[src/rtl/port_failover.sv]
// N-way redundant downstream-port select: per-port link debounce, hold-off failover,
// optional wait-to-restore, software force. Define PORT_FAILOVER_STATS_EN for counters.
module port_failover #(
  parameter int unsigned NUM_PORTS       = 2,
  parameter int unsigned DEBOUNCE_CYCLES = 4,
  parameter int unsigned HOLDOFF_CYCLES  = 8,
  parameter int unsigned REVERTIVE       = 0,
  localparam int unsigned SEL_W = (NUM_PORTS > 2) ? $clog2(NUM_PORTS) : 1
) (
  input  logic                 clk,
  input  logic                 rst,
  input  logic [NUM_PORTS-1:0] link,
  input  logic                 force_en,
  input  logic [SEL_W-1:0]     force_sel,
  output logic [NUM_PORTS-1:0] link_db,
  output logic [SEL_W-1:0]     sel,
  output logic                 sel_valid,
  output logic                 switch_pulse,
  output logic [2:0]           state_o
`ifdef PORT_FAILOVER_STATS_EN
  ,
  output logic [15:0]          switch_count,
  output logic [15:0]          holdoff_count
`endif
);

  localparam int unsigned PAD_W = 1 << SEL_W;
  localparam int unsigned CNT_W = $clog2(DEBOUNCE_CYCLES + 1);
  localparam int unsigned TMR_W = $clog2(HOLDOFF_CYCLES + 1);

  typedef enum logic [2:0] {
    ST_NONE    = 3'd0,
    ST_ACTIVE  = 3'd1,
    ST_HOLDOFF = 3'd2,
    ST_RESTORE = 3'd3,
    ST_FORCED  = 3'd4
  } state_t;

  state_t               state, state_n;
  logic [SEL_W-1:0]     sel_n;
  logic                 sel_valid_n;
  logic                 switch_pulse_n;
  logic [TMR_W-1:0]     timer, timer_n;
  logic [NUM_PORTS-1:0] link_db_n;
  logic [CNT_W-1:0]     db_cnt   [NUM_PORTS];
  logic [CNT_W-1:0]     db_cnt_n [NUM_PORTS];

  logic [PAD_W-1:0] db_pad, dbn_pad, sel_bit, lower_mask;
  logic [SEL_W:0]   lowest_all, lowest_other;
  logic             sel_up, lower_up, force_ok, expired;

  // {found, index} of the lowest set bit
  function automatic logic [SEL_W:0] lowest_up(input logic [PAD_W-1:0] mask);
    logic [SEL_W:0] r;
    r = '0;
    for (int i = int'(PAD_W) - 1; i >= 0; i--) begin
      if (mask[i]) r = {1'b1, SEL_W'(i)};
    end
    return r;
  endfunction

  assign state_o = state;

  always_ff @(posedge clk) begin : regs
    if (rst) begin
      state        <= ST_NONE;
      sel          <= '0;
      sel_valid    <= 1'b0;
      switch_pulse <= 1'b0;
      timer        <= '0;
      link_db      <= '0;
      for (int i = 0; i < int'(NUM_PORTS); i++) db_cnt[i] <= '0;
    end else begin
      state        <= state_n;
      sel          <= sel_n;
      sel_valid    <= sel_valid_n;
      switch_pulse <= switch_pulse_n;
      timer        <= timer_n;
      link_db      <= link_db_n;
      for (int i = 0; i < int'(NUM_PORTS); i++) db_cnt[i] <= db_cnt_n[i];
    end
  end

  // Accept a raw change only after DEBOUNCE_CYCLES consecutive differing samples
  always_comb begin : debounce_next
    link_db_n = link_db;
    for (int i = 0; i < int'(NUM_PORTS); i++) begin
      db_cnt_n[i] = '0;
      if (link[i] != link_db[i]) begin
        if (db_cnt[i] == CNT_W'(DEBOUNCE_CYCLES - 1)) link_db_n[i] = link[i];
        else db_cnt_n[i] = db_cnt[i] + CNT_W'(1);
      end
    end
  end

  assign db_pad       = PAD_W'(link_db);
  assign dbn_pad      = PAD_W'(link_db_n);
  assign sel_bit      = PAD_W'(1) << sel;
  assign lower_mask   = sel_bit - PAD_W'(1);
  assign sel_up       = db_pad[sel];
  assign lower_up     = |(db_pad & lower_mask);
  assign lowest_all   = lowest_up(db_pad);
  assign lowest_other = lowest_up(db_pad & ~sel_bit);
  assign force_ok     = force_en && (32'(force_sel) < NUM_PORTS);
  assign expired      = (timer <= TMR_W'(1));

  always_comb begin : fsm_next
    state_n        = state;
    sel_n          = sel;
    timer_n        = timer;
    sel_valid_n    = 1'b0;
    switch_pulse_n = 1'b0;

    case (state)
      ST_NONE: begin
        if (lowest_all[SEL_W]) begin
          sel_n   = lowest_all[SEL_W-1:0];
          state_n = ST_ACTIVE;
        end
      end
      ST_ACTIVE: begin
        if (!sel_up) begin
          state_n = ST_HOLDOFF;
          timer_n = TMR_W'(HOLDOFF_CYCLES);
        end else if ((REVERTIVE != 0) && lower_up) begin
          state_n = ST_RESTORE;
          timer_n = TMR_W'(HOLDOFF_CYCLES);
        end
      end
      ST_HOLDOFF: begin
        if (sel_up) begin
          state_n = ST_ACTIVE;
          timer_n = '0;
        end else if (expired) begin
          timer_n = '0;
          if (lowest_other[SEL_W]) begin
            sel_n   = lowest_other[SEL_W-1:0];
            state_n = ST_ACTIVE;
          end else begin
            state_n = ST_NONE;
          end
        end else begin
          timer_n = timer - TMR_W'(1);
        end
      end
      ST_RESTORE: begin
        // losing the current port during wait-to-restore switches without hold-off
        if (!sel_up) begin
          timer_n = '0;
          if (lowest_all[SEL_W]) begin
            sel_n   = lowest_all[SEL_W-1:0];
            state_n = ST_ACTIVE;
          end else begin
            state_n = ST_NONE;
          end
        end else if (!lower_up) begin
          state_n = ST_ACTIVE;
          timer_n = '0;
        end else if (expired) begin
          sel_n   = lowest_all[SEL_W-1:0];
          state_n = ST_ACTIVE;
          timer_n = '0;
        end else begin
          timer_n = timer - TMR_W'(1);
        end
      end
      ST_FORCED: begin
        if (!force_en) begin
          if (sel_up) begin
            state_n = ST_ACTIVE;
          end else begin
            state_n = ST_HOLDOFF;
            timer_n = TMR_W'(HOLDOFF_CYCLES);
          end
        end else if (force_ok) begin
          sel_n = force_sel;
        end
      end
      default: begin
        state_n = ST_NONE;
        timer_n = '0;
      end
    endcase

    // force outranks every other event
    if (force_ok && (state != ST_FORCED)) begin
      state_n = ST_FORCED;
      sel_n   = force_sel;
      timer_n = '0;
    end

    case (state_n)
      ST_ACTIVE, ST_RESTORE: sel_valid_n = 1'b1;
      ST_FORCED:             sel_valid_n = dbn_pad[sel_n];
      default:               sel_valid_n = 1'b0;
    endcase

    switch_pulse_n = (sel_n != sel);
  end

`ifdef PORT_FAILOVER_STATS_EN
  logic hold_entry;
  assign hold_entry = (state_n == ST_HOLDOFF) && (state != ST_HOLDOFF);

  // Saturating event counters, updated together with the event they count
  always_ff @(posedge clk) begin : stats
    if (rst) begin
      switch_count  <= '0;
      holdoff_count <= '0;
    end else begin
      if (switch_pulse_n && (switch_count != 16'hFFFF)) switch_count <= switch_count + 16'd1;
      if (hold_entry && (holdoff_count != 16'hFFFF)) holdoff_count <= holdoff_count + 16'd1;
    end
  end
`else
  // statistics counters are not built
`endif

endmodule

[config.mk]
export PLATFORM = sky130hd
export DESIGN_NAME = port_failover
export DESIGN_NICKNAME = d
export VERILOG_FILES = /design/src/rtl/port_failover.sv
export SDC_FILE = /design/constraint.sdc
export NUM_CORES = 1
export LEC_CHECK = 0
export ABC_AREA = 0
export BUFFER_PORTS_ARGS = -buffer_cell sky130_fd_sc_hd__buf_4
export CORE_ASPECT_RATIO = 1.5
export CORE_MARGIN = 4
export CORE_UTILIZATION = 56
export CTS_BUF_LIST = sky130_fd_sc_hd__clkbuf_8 sky130_fd_sc_hd__clkbuf_16
export CTS_CLUSTER_DIAMETER = 150
export DETAILED_ROUTE_END_ITERATION = 12
export GPL_TIMING_DRIVEN = 0
export PLACE_DENSITY = 0.77
export SKIP_CTS_REPAIR_TIMING = 1
export SYNTH_ARGS = -nofsm -noshare
export SYNTH_HDL_FRONTEND = slang
export SYNTH_SLANG_ARGS = --single-unit
[constraint.sdc]
create_clock -name clk -period 1.9 [get_ports clk]
set_input_delay 0.095 -clock clk [delete_from_list [all_inputs] [get_ports clk]]
set_output_delay 0.095 -clock clk [all_outputs]
set_load 0.1 [all_outputs]
# --- Word-level counts from Yosys, hierarchy flattened ---
# Memory sizes are Yosys's and may differ from the RTL's.
# Cells that the tools add are included.
totals:
  reg_bits: 12
  ramBits: 6
  in_bits: 6
  output_inout_bits: 8
  word_cells: 93
  mem_count: 1
op_classes:
  addsub: 4
  n_lt_le_gt_ge: 3
  n_eq_ne: 14
  shifts: 1
  muxes: 52
  n_bitwise: 6
  reduce_logical: 6
mem_list:
  columns: ["memory", "words", "word_bits", "rd", "rd_clocked_by_memory_dff", "wr", "line", "rtl"]
  rows:
  - ["db_cnt", 2, 3, 2, 0, 2, "45", "logic [CNT_W-1:0] db_cnt [NUM_PORTS];"]
ops:
  columns: ["cell", "n"]
  rows:
  - ["2-to-1 mux 3 bit", 15]
  - ["2-to-1 mux 4 bit", 6]
  - ["2-to-1 mux 1 bit", 22]
  - ["case mux 4 bit (5 select lines)", 1]
  - ["== test 3 x 2 -> 1 bit (second input constant)", 5]
  - ["case mux 3 bit (5 select lines)", 1]
  - ["2-to-1 mux 2 bit", 5]
  - ["adder 3 x 1 -> 3 bit (second input constant)", 2]
  - ["== test 3 x 1 -> 1 bit (second input constant)", 2]
  - ["== test 3 bit (second input constant)", 2]
  - ["OR reduction 2 bit", 3]
  - ["bitwise AND 2 bit", 2]
  - ["<= comparator 4 x 1 -> 1 bit (second input constant)", 1]
  - ["less-than comparator 1 x 2 -> 1 bit (second input constant)", 2]
  - ["case mux 1 bit (4 select lines)", 1]
  - ["subtractor 4 x 1 -> 4 bit (second input constant)", 1]
  - ["logical NOT 3 bit", 1]
  - ["inequality test 1 bit", 3]
  - ["inequality test 3 bit (second input constant)", 1]
  - ["inequality test 2 bit (second input constant)", 1]
  - ["inverter 2 bit", 1]
  - ["OR 1 bit", 2]
  - ["case mux 1 bit (2 select lines)", 1]
  - ["AND reduction 2 bit", 1]
  - ["4 further kinds", 4]

# --- Depth between registers and ports, before layout ---
depth:
  word_depth: 13
  mapped_depth: 7
  mapped_depth_nobuf: 7

# --- Worst setup path before layout ---
# No wires, ideal clock.
synth_path:
  path_type: "register to register"
  startpoint: "reg sel"
  endpoint: "reg switch_pulse"
  setup_ns: 0.064
  t_arrival_ns: 2.331
  required_time_ns: 1.836
  path_slack_ns: -0.495
  path_stages_with_launch: 7
  path_buffers: 1
  synth_period_minus_slack_ns: 2.395
  path_cell_list: "dfxtp_1 > buf_2 > o21bai_1 > o21a_1 > a211o_1 > a2111o_1 > nand4_1"
synth_via:
  elab_chain_cells: 11
  elab_cells_between_ends: 21
  classes_between: "add/sub (1); eq/ne (1); shift (1); mux (14); bitwise (3); reduce/logical (1)"
synth_lines:
  columns: ["element", "line", "rtl"]
  rows:
  - ["start: declaration", "16", "output logic [SEL_W-1:0] sel,"]
  - ["start signal: assignment", "75", "sel <= sel_n;"]
  - ["parallel branches: the longest is 10 deep, another holds subtractor 2 x 1 -> 2 bit", null, null]
  - ["inequality test 1 bit (*)", "198", "switch_pulse_n = (sel_n != sel);"]
  - ["end signal: assignment", "77", "switch_pulse <= switch_pulse_n;"]
  - ["end: declaration", "18", "output logic switch_pulse,"]
# Every way passes the cells marked *. The select of a mux whose other input is x is not followed.
# A chain may end at the register's enable or synchronous reset.

# --- Final worst setup path ---
layout_path:
  startpoint: "reg timer[0]"
  endpoint: "reg switch_pulse"
layout_via:
  elab_chain_cells: 7
  elab_cells_between_ends: 9
  classes_between: "order compare (1); eq/ne (1); mux (7)"
layout_lines:
  columns: ["element", "line", "rtl"]
  rows:
  - ["start: declaration", "43", "logic [TMR_W-1:0] timer, timer_n;"]
  - ["start signal: assignment", "78", "timer <= timer_n;"]
  - ["<= comparator 4 x 1 -> 1 bit (*)", "105", "assign expired = (timer <= TMR_W'(1));"]
  - ["2-to-1 mux 1 bit", "159", "end else if (expired) begin"]
  - ["2-to-1 mux 1 bit", "156", "end else if (!lower_up) begin"]
  - ["2-to-1 mux 1 bit", "148", "if (!sel_up) begin"]
  - ["case mux 1 bit (4 select lines) (*)", "114", "case (state)"]
  - ["2-to-1 mux 1 bit (*)", "186", "if (force_ok && (state != ST_FORCED)) begin"]
  - ["inequality test 1 bit (*)", "198", null]
# Every way passes the cells marked *; elsewhere a longest branch is shown, timed or not.

==> metrics list <==
- The first global-routing pass estimated 4310 µm of wire.
- In the synthesized netlist the async set-or-reset flop fraction comes to 0.
- The number of antenna violations at the first check in global routing was 0.
- Across all register-to-register paths, the minimum setup slack is 90 ps.
- Following the worst setup path forward leads to its endpoint at switch_pulse.
- Data on the critical path is required at its endpoint by 2030 ps.
- Combinational share of power: 0.192
* CP Launch Point: timer[0]
* CP delay by family, top: compound AO/OA/AOI/OAI gates
- YS warnings: 0
* Clock sinks: 18
- The critical path goes through inv_1 > ha_2 > or2_2 > a31o_2 > a21o_1 > a41oi_1 > nand4_1.
- For this run the aggregate overflow at the end of global routing stands at 0.
- On the final layout, the worst hold slack is 33.8 ps.
- Max-cap violations in this run came to 0.
- Among all stages on the critical path, the largest delay is contributed by dfxtp_1.
- Worst setup SP type: register
- The number of placed instances, taps included, is 169.
* Leakage power: 0.543 nW
* Count of TritonRoute iterations in the first routing pass: 5
- Register area share after synthesis: 0.319
- The worst-case IR drop observed on VDD is 0.000437 V.
* Net Switching: 0.227 mW
- For this run, the leading register cell type out of synthesis is dfxtp_1.
- Clock latency on the worst-skew pair, taken at its later pin, is 250 ps.
- Of the total power, the share spent switching nets is 0.280.
- The internal power of the cells totals 0.583 mW.
- No sink is reached through more buffers than the 2 on the longest clock path.
* Normalized max-slew margin: 0.674
- The finished layout holds 173 standard cells, fillers aside.
- Slew of the pin with the lowest slew margin: 489 ps
- The share of total power dissipated in the clock network is 0.319.
* Class of the most critical hold timing path: in2reg
* Number of rows in the core area: 19
- The number of nets in the synthesized netlist is 147.
* Synthesized instance count: 135
- In the post-synthesis netlist, the biggest area contributors are dfxtp_1, ha_1, nor2_1.
- Synthesized area: 0.00113 mm²
- Vias in the first global route: 994
* Crit path buf inv count: 1
- CP Data Arrival Time: 1940 ps
- Final setup fails: 0
- Number of enable-type register cells in the synthesized netlist: 0
* Iteration-0 DRC Markers: 38
- P&R area growth vs syn: 17.8%
- The number of clock buffers added by TritonCTS is 3.
* Routed via count: 1049
- Once detail routing completed, the nets flagged for antenna violations numbered 0.
- The share of synthesized area in the top cell type comes to 0.319.
- Clock Root Buffer: clkbuf_8
- Pin placement for this block handled 14 I/O pins.
- Highest fanout seen on the critical path: 5
* TritonCTS clock tree: built
* Setup Skew: 4.94 ps
- Weighted congestion at the end of routability-driven global placement: 0.841
- Horizontal die dimension: 44.7 µm
- The initial utilization of the core area, before any placement, comes to 0.602.
- Half-perimeter wire length of the detailed placement result: 1840 µm
* Number of hold violations in the final report: 0
* Seq pwr share: 0.489
- Post-detailed-route wirelength per cell: 13.8 µm
- Of the cells placed in the final design, the portion with a size suffix greater than 1 is 0.250.
- Crit path time final: 1810 ps
- The final layout contains routed wiring with a total length of 2390 µm.
- DRC violation count after routing: 0
- Yosys mapped the design onto 47 distinct sky130hd cell types.
* Number of antenna cells inserted: 0
- Cell with the most instances after synthesis: dfxtp_1
* Stages on the worst setup path: 7
- In this run the power density over the cells is 607 mW/mm².
- After detailed routing, the number of vias per cell comes to 6.06.
- The die is 63.0 µm tall.
* Overall die area: 0.00282 mm²
- Post-synth top area cell: dfxtp_1
- Clk pin slew, worst setup/hold paths: 60 ps
- For this run, the slowest stage of the critical path takes 360 ps.
- Ranking of synthesized cells by instance count: dfxtp_1, nor2_1, inv_1
* Fin nets: 165
* Status: finished, final reports clean
- H-tree depth: 1
* Critical R2R Capture: switch_pulse
* Overall global routing resource usage: 0.197
* Core ar.: 0.00188 mm²
- The count of final max-slew check failures is 0.
- The worst setup path is of the reg2reg kind.
- In this run, synthesis produced a sequential element count of 18.
- The worst register-to-register path has a depth of 7.
- The worst setup path is captured at a register.
* # fillers: 163
* Fmax: 552 MHz
- Entering global routing, the biggest net connects 11 pins.
- In this run the critical register-to-register path is launched from timer[0].
- In this run the mean area of a mapped cell was 8.38 µm².
* Final period utilization: 0.954
- Number of port buffers: 13
[kinds of logic after synthesis]
logic type                 count (synthesis)  synth area share
and+or+nand+nor                           47             0.220
AOI/OAI and AO/OA                         36             0.238
buffers and inverters                     19            0.0796
DFF                                       18             0.319
muxes                                      6            0.0542
adders and majority gates                  6            0.0664
xor gates and xnor gates                   3            0.0232
[worst reg2reg max path: stages, from the launching register on]
cell,delay [ps]
dfxtp_1,360
inv_1,80
ha_2,220
or2_2,300
a31o_2,250
a21o_1,180
a41oi_1,190
nand4_1,110
[metrics by stage]
stage | power [mW] | setup WS [ps] | setup TNS, ps | area [µm²] | util
4_1_cts | 0.818 | -59.5 | -66.6 | 1320 | 0.700
2_1_floorplan | 0.519 | -36.0 | -36.0 | 1150 | -
3_3_place_gp | 0.554 | 15.3 | 0 | 1270 | 0.676
3_5_place_dp | 0.557 | -33.0 | -33.0 | 1270 | 0.676
6_report | 0.809 | 88.1 | 0 | 1330 | 0.710
5_1_grt | 0.848 | -4.68 | -4.68 | 1330 | 0.710
[power groups by stage]
stage	Clock, mW	Sequential, mW	Combinational (mW)
6_report	0.258	0.396	0.155
5_1_grt	0.283	0.398	0.167
4_1_cts	0.269	0.396	0.154
3_5_place_dp	0	0.404	0.153
3_3_place_gp	0	0.404	0.150
2_1_floorplan	0	0.448	0.0704
[per-layer routing]
metal  GRT usage  part of all wire
met1       0.233              0.42
met2       0.327              0.51
met3      0.0288             0.040
met4      0.0981             0.030
met5           0                 0
[layout by cell type (no fill, tap or decap), types with 3 or more instances in the layout]
cell type	netlist	layout
nor2b_1	4	4
mux2i_1	5	5
clkbuf_8	0	3
xnor2_1	3	3
nor2_1	15	14
dfxtp_2	0	4
nand2_1	5	5
buf_2	3	3
dfxtp_4	0	3
buf_4	0	13
nand2b_1	3	3
dfxtp_1	18	11
o21ai_0	4	4
nor3_1	5	5
inv_1	12	13
ha_1	6	5
a21o_1	3	3
a21oi_1	5	5
[flip-flops by register name, indices dropped and copies added, names as in the netlist]
register and flops:
switch_pulse 1, sel 1, sel_valid 1, timer 4
link_db 2, db_cnt 6, state_o 3
[area by class of cell]
class	count	area, µm²	area share
Timing Repair Buffer	13	97.6	0.0732
Inverter	12	45.0	0.0338
Sequential cell	18	377	0.283
Clock inverter	1	3.75	0.00282
Multi-Input combinational cell	98	697	0.523
Buffer	7	45.0	0.0338
Clock buffer	3	41.3	0.0310
Tap cell	21	26.3	0.0197
[worst min-delay path by stage]
stage | startpoint | end | slack [ps] | cells past startpoint
after detailed placement | rst | state_o[2] | 300 | 2
after CTS | rst | state_o[2] | 30 | 2
final | rst | state_o[2] | 30 | 2
after global placement | rst | state_o[2] | 290 | 2
after global routing | rst | state_o[2] | 30 | 2
after floorplan | rst | state_o[2] | 180 | 1
No activity file was read; power rests on OpenSTA's default activity.
